==> config.mk <==
export PLATFORM = sky130hd
export DESIGN_NAME = vendo_multi
export DESIGN_NICKNAME = d
export VERILOG_FILES = /design/src/rtl/vendo_multi.sv
export SDC_FILE = /design/constraint.sdc
export NUM_CORES = 1
export LEC_CHECK = 0
export CORE_MARGIN = 8
export CORE_UTILIZATION = 60
export DETAILED_ROUTE_END_ITERATION = 7
export PLACE_DENSITY = 0.94
export RECOVER_POWER = 50
export SKIP_LAST_GASP = 1
export SLEW_MARGIN = 40
export SYNTH_ARGS = -nofsm -noshare
export SYNTH_HDL_FRONTEND = slang
export SYNTH_SLANG_ARGS = --single-unit
==> constraint.sdc <==
create_clock -name clk -period 4.9 [get_ports clk]
set_input_delay 0.98 -clock clk [delete_from_list [all_inputs] [get_ports clk]]
set_output_delay 0.98 -clock clk [all_outputs]
set_load 0.01 [all_outputs]
==> src/rtl/vendo_multi.sv <==
// Multi-item vending controller: per-item prices and stock, 1/5-unit coins,
// coin-by-coin change, cancel and inactivity-timeout refunds, sold-out tracking.
module vendo_multi #(
    parameter int                        N_ITEMS    = 4,
    parameter int                        CRED_W     = 8,
    parameter logic [N_ITEMS*CRED_W-1:0] PRICES     = {8'd15, 8'd12, 8'd8, 8'd6},
    parameter int                        STOCK_W    = 4,
    parameter int                        STOCK_INIT = 3,
    parameter int                        TIMEOUT    = 64
) (
    input  logic               clk,
    input  logic               rst,
    input  logic [N_ITEMS-1:0] sel,
    input  logic               p_1,
    input  logic               p_5,
    input  logic               cancel,
    input  logic               restock,
    output logic [N_ITEMS-1:0] disp,
    output logic               chg_1,
    output logic               chg_5,
    output logic [CRED_W-1:0]  credit,
    output logic               busy,
    output logic [N_ITEMS-1:0] sold_out
);
    localparam int IDX_W = (N_ITEMS > 1) ? $clog2(N_ITEMS) : 1;
    localparam int TO_W  = $clog2(TIMEOUT) + 1;

    typedef enum logic [1:0] {IDLE, COLLECT, DISPENSE, CHANGE} state_t;

    state_t              state, state_n;
    logic [IDX_W-1:0]    idx, idx_n, sel_idx;
    logic [TO_W-1:0]     to_cnt, to_n;
    logic [CRED_W-1:0]   credit_n, sum, price, rem;
    logic [N_ITEMS-1:0]  disp_n;
    logic                chg_1_n, chg_5_n, coin, sel_ok, dec;
    logic [STOCK_W-1:0]  stock [N_ITEMS];

    // Returns {chg_5, chg_1, remaining credit} for one change coin.
    function automatic logic [CRED_W+1:0] take_coin(input logic [CRED_W-1:0] v);
        if (v >= CRED_W'(5)) return {1'b1, 1'b0, v - CRED_W'(5)};
        else                 return {1'b0, 1'b1, v - CRED_W'(1)};
    endfunction

    assign price  = PRICES[int'(idx)*CRED_W +: CRED_W];
    assign coin   = p_1 | p_5;
    assign sum    = credit + CRED_W'(p_1) + (p_5 ? CRED_W'(5) : CRED_W'(0));
    assign rem    = credit - price;
    assign sel_ok = (sel != '0) && ((sel & (sel - N_ITEMS'(1))) == '0);
    assign busy   = (state != IDLE);

    always_comb begin
        sel_idx = '0;
        for (int i = 0; i < N_ITEMS; i++) begin
            if (sel[i]) sel_idx = IDX_W'(i);
        end
    end

    always_comb begin
        for (int i = 0; i < N_ITEMS; i++) sold_out[i] = (stock[i] == '0);
    end

    // Output registers are loaded with the values for the state being entered,
    // so disp/chg pulses line up with the DISPENSE/CHANGE cycles.
    always_comb begin
        state_n  = state;
        idx_n    = idx;
        to_n     = to_cnt;
        credit_n = credit;
        disp_n   = '0;
        chg_1_n  = 1'b0;
        chg_5_n  = 1'b0;
        dec      = 1'b0;
        case (state)
            IDLE: begin
                if (sel_ok && !sold_out[sel_idx]) begin
                    state_n  = COLLECT;
                    idx_n    = sel_idx;
                    to_n     = '0;
                    credit_n = '0;
                end
            end
            COLLECT: begin
                credit_n = sum;
                to_n     = coin ? '0 : to_cnt + TO_W'(1);
                if (sum >= price) begin
                    state_n     = DISPENSE;
                    disp_n[idx] = 1'b1;
                end else if (cancel || (!coin && to_cnt == TO_W'(TIMEOUT - 1))) begin
                    if (sum == '0) begin
                        state_n = IDLE;
                    end else begin
                        state_n = CHANGE;
                        {chg_5_n, chg_1_n, credit_n} = take_coin(sum);
                    end
                end
            end
            DISPENSE: begin
                dec = 1'b1;
                if (rem == '0) begin
                    state_n  = IDLE;
                    credit_n = '0;
                end else begin
                    state_n = CHANGE;
                    {chg_5_n, chg_1_n, credit_n} = take_coin(rem);
                end
            end
            CHANGE: begin
                if (credit == '0) begin
                    state_n = IDLE;
                end else begin
                    {chg_5_n, chg_1_n, credit_n} = take_coin(credit);
                end
            end
            default: state_n = IDLE;
        endcase
    end

    always_ff @(posedge clk or posedge rst) begin
        if (rst) begin
            state  <= IDLE;
            idx    <= '0;
            to_cnt <= '0;
            credit <= '0;
            disp   <= '0;
            chg_1  <= 1'b0;
            chg_5  <= 1'b0;
        end else begin
            state  <= state_n;
            idx    <= idx_n;
            to_cnt <= to_n;
            credit <= credit_n;
            disp   <= disp_n;
            chg_1  <= chg_1_n;
            chg_5  <= chg_5_n;
        end
    end

    // Restock has priority over a same-cycle dispense decrement.
    always_ff @(posedge clk or posedge rst) begin
        if (rst) begin
            for (int i = 0; i < N_ITEMS; i++) stock[i] <= STOCK_W'(STOCK_INIT);
        end else if (restock) begin
            for (int i = 0; i < N_ITEMS; i++) stock[i] <= STOCK_W'(STOCK_INIT);
        end else if (dec && stock[idx] != '0) begin
            stock[idx] <= stock[idx] - STOCK_W'(1);
        end
    end
endmodule

==> qor.txt <==
nets -> 476
met3 Usage GRT -> 0.0400
CP top delay family -> compound AO/OA/AOI/OAI gates
final core utilization -> 0.691
skew final -> 0.00873 ns
RSZ-0062 raised after global routing -> false
max-cap violation count -> 1
EDFF count, synth -> 0
chip width -> 94.3 um
Layout area overhead -> 11.3%
Hold Violations, Final -> 0
detailed placer's ending HPWL -> 7.26 mm
Total GRT Usage -> 0.226
Hold Crit Class -> flip-flop to flip-flop
DR iter-0 viols -> 308
commonest non-fill, non-tap cell in the layout -> nor2_1
Seq/Total Area, Yosys -> 0.282
Async SR Flop Fraction -> 1.00
vias -> 3,367
H-tree levels -> 2
port bufs -> 28
GP Congestion -> 0.955
worst stage delay on the critical path -> 0.61 ns
crit end category -> flip-flop
CTS Buf Count -> 5
routed vias/inst -> 6.54
Peak supply drop -> 0.664 mV
met2 usage -> 0.385
die area -> 0.00888 mm2
slowest CP cell -> or4b_2
status -> finished, violations left
Setup Viol. Count Final -> 0
Starting Density -> 0.621
YS warnings -> 0
hold_buf cts -> 0
layout cell share with drive strength beyond 1 -> 0.100
Final Cycle Share -> 0.885
global route hottest layer -> met2
violated checks -> max-capacitance violations, max-slew violations
Clock Latency Late Sink -> 0.30 ns
Seq. cell area -> 0.00104 mm2
Main synth FF type -> dfrtp_1
deepest clock path buffer count -> 2
layout filler cell count -> 454
Resized cells post-CTS -> 0
Wirelength per Cell -> 18.8 um
Crit Path Category -> input port to flip-flop
vias in the first global route -> 3,270
largest net degree at the start of global routing -> 42
Mapped Area -> 0.00367 mm2
CP Cell Sequence -> clkdlybuf4s50_1, inv_1, fa_1, nand2b_1, o221ai_2, inv_1, ha_1, or4b_2, o2111ai_2, nor2_2, a21oi_1, o31ai_1, a221o_1
net count after synthesis -> 455
CP Launch Type -> input port
Tmin final -> 4.34 ns
DRT Wirelength -> 9.70 mm
Worst Path Required -> 5.09 ns
CTS tree -> yes
IO Count -> 29
Buf/Inv on CP -> 3
most frequent cells in the layout -> nor2_1, dfrtp_1, nand2_1
antenna violations before repair -> 0
GR Overflow Total -> 0
Highest Clock Rate -> 231 MHz
arrival time at the worst endpoint -> 4.52 ns
Post-Syn Instances -> 418
synthesized flop and latch total -> 41
multi-input logic area -> 0.00245 mm2
met1 usage -> 0.276
DR pass1 iterations -> 5
ANT cells -> 0
Leakage -> 1.80 nW
measured slew at the worst slew-check pin -> 2.16 ns
setup bufs post-CTS -> 0
DRC viols -> 0
# rows -> 28
clk slew on worst S/H paths -> 0.09 ns
Die Y -> 94.3 um
post-synthesis average cell area -> 8.79 um2
CTS root buffer -> clkbuf_8
setup TNS -> 0 ns
Final Max Tran Viols -> 42
global-route wire length before repair -> 16.1 mm
antenna viol nets, final -> 0
Yosys cell types -> 71
Power Density -> 811 mW/mm2
crit-path max FO -> 10
core box area -> 0.00592 mm2
crit-path most repeated cell -> inv_1
clk sinks -> 41
Slew headroom -> -0.438
state kept, by name, indices dropped and copies added (netlist names):
| register | flops |
|---|---|
| chg_5 | 1 |
| stock | 16 |
| state | 2 |
| to_cnt | 7 |
| credit | 8 |
| chg_1 | 1 |
| idx | 2 |
| disp | 4 |
routing by layer:
metal / vias to the layer above / routed length [um]
met5: - / 0
met4: 0 / 261
met3: 33 / 631
met2: 149 / 4870
met1: 1621 / 3940
li1: 1564 / -
power by group:
part | total [mW] | switching, mW | internal [mW]
clock | 0.277 | 0.124 | 0.153
combinational | 2.40 | 1.41 | 0.992
sequential | 0.642 | 0.203 | 0.439
worst paths after layout:
path | start | endpoint | slack, ns | depth (start not counted)
worst max register to register | idx[0] | credit[2] | 0.76 | 12
worst max-delay path | p_5 | credit[2] | 0.56 | 13
worst min-delay path | to_cnt[6] | to_cnt[6] | 0.49 | 1
max in group asynchronous | rst | stock[11] | 1.76 | 3
worst min register to register | to_cnt[6] | to_cnt[6] | 0.49 | 1
min in group asynchronous | rst | to_cnt[5] | 1.91 | 3
synth_stat cells (all sizes together), types with 2 or more instances:
library cell  count  area share
a2111oi           2      0.0099
a21oi            19       0.026
inv              27       0.028
mux4              4       0.025
o31ai             8       0.016
buf               9       0.018
dfstp             8       0.057
and3b             2      0.0051
or4b              2      0.0054
a31oi             9       0.015
a211oi            4      0.0095
nor3              7       0.013
a211o             8       0.019
ha               26       0.089
o221ai            4       0.011
or4               3      0.0061
nand2            32       0.033
clkbuf            7      0.0072
mux2i            14       0.038
or2               6       0.011
nand3             8       0.011
xnor2            18       0.043
a21o              2      0.0041
nor2b             3      0.0051
a22o              2      0.0048
and3             10       0.020
xor2             11       0.028
nand4             5      0.0085
a221oi            2      0.0065
nand2b           11       0.019
dfrtp            33        0.22
a221o             3      0.0082
o22ai             3      0.0051
o211ai            8       0.019
nor4              8       0.014
a41oi             2      0.0068
or3               4      0.0082
o21ai            19       0.027
nor2             45       0.047
a2bb2oi           3      0.0072
and2              6       0.010
layout make-up:
class	instances	share of cell area
sequential	41	0.253
inverter	27	0.0248
tap	75	0.0229
multi-input combinational	334	0.600
timing repair buffer	30	0.0713
clock buffer	6	0.0177
clock inverter	2	0.00949
metrics by stage:
stage          power [mW]  hold WS [ns]  worst slack, ns  instances  cell area [um2]
2_1_floorplan        2.40         0.449            0.939        418             3670
3_3_place_gp         2.89         0.466            0.441        507             3970
3_5_place_dp         2.96         0.483            0.315        507             3970
4_1_cts              3.26         0.494            0.605        515             4090
5_1_grt              3.58         0.524            0.393        515             4090
6_report             3.32         0.492            0.563        515             4090
logic make-up (layout without fill, tap and decap cells):
family | count (synthesis) | after routing | share of synthesized area
adders and majority gates | 27 | 27 | 0.0940
AOI/OAI and AO/OA | 105 | 105 | 0.216
DFF | 41 | 41 | 0.282
muxes | 18 | 18 | 0.0626
buffers and inverters | 43 | 65 | 0.0528
xor gates and xnor gates | 29 | 29 | 0.0712
and+or+nand+nor | 155 | 155 | 0.221
No activity file was read; power rests on OpenSTA's default activity.
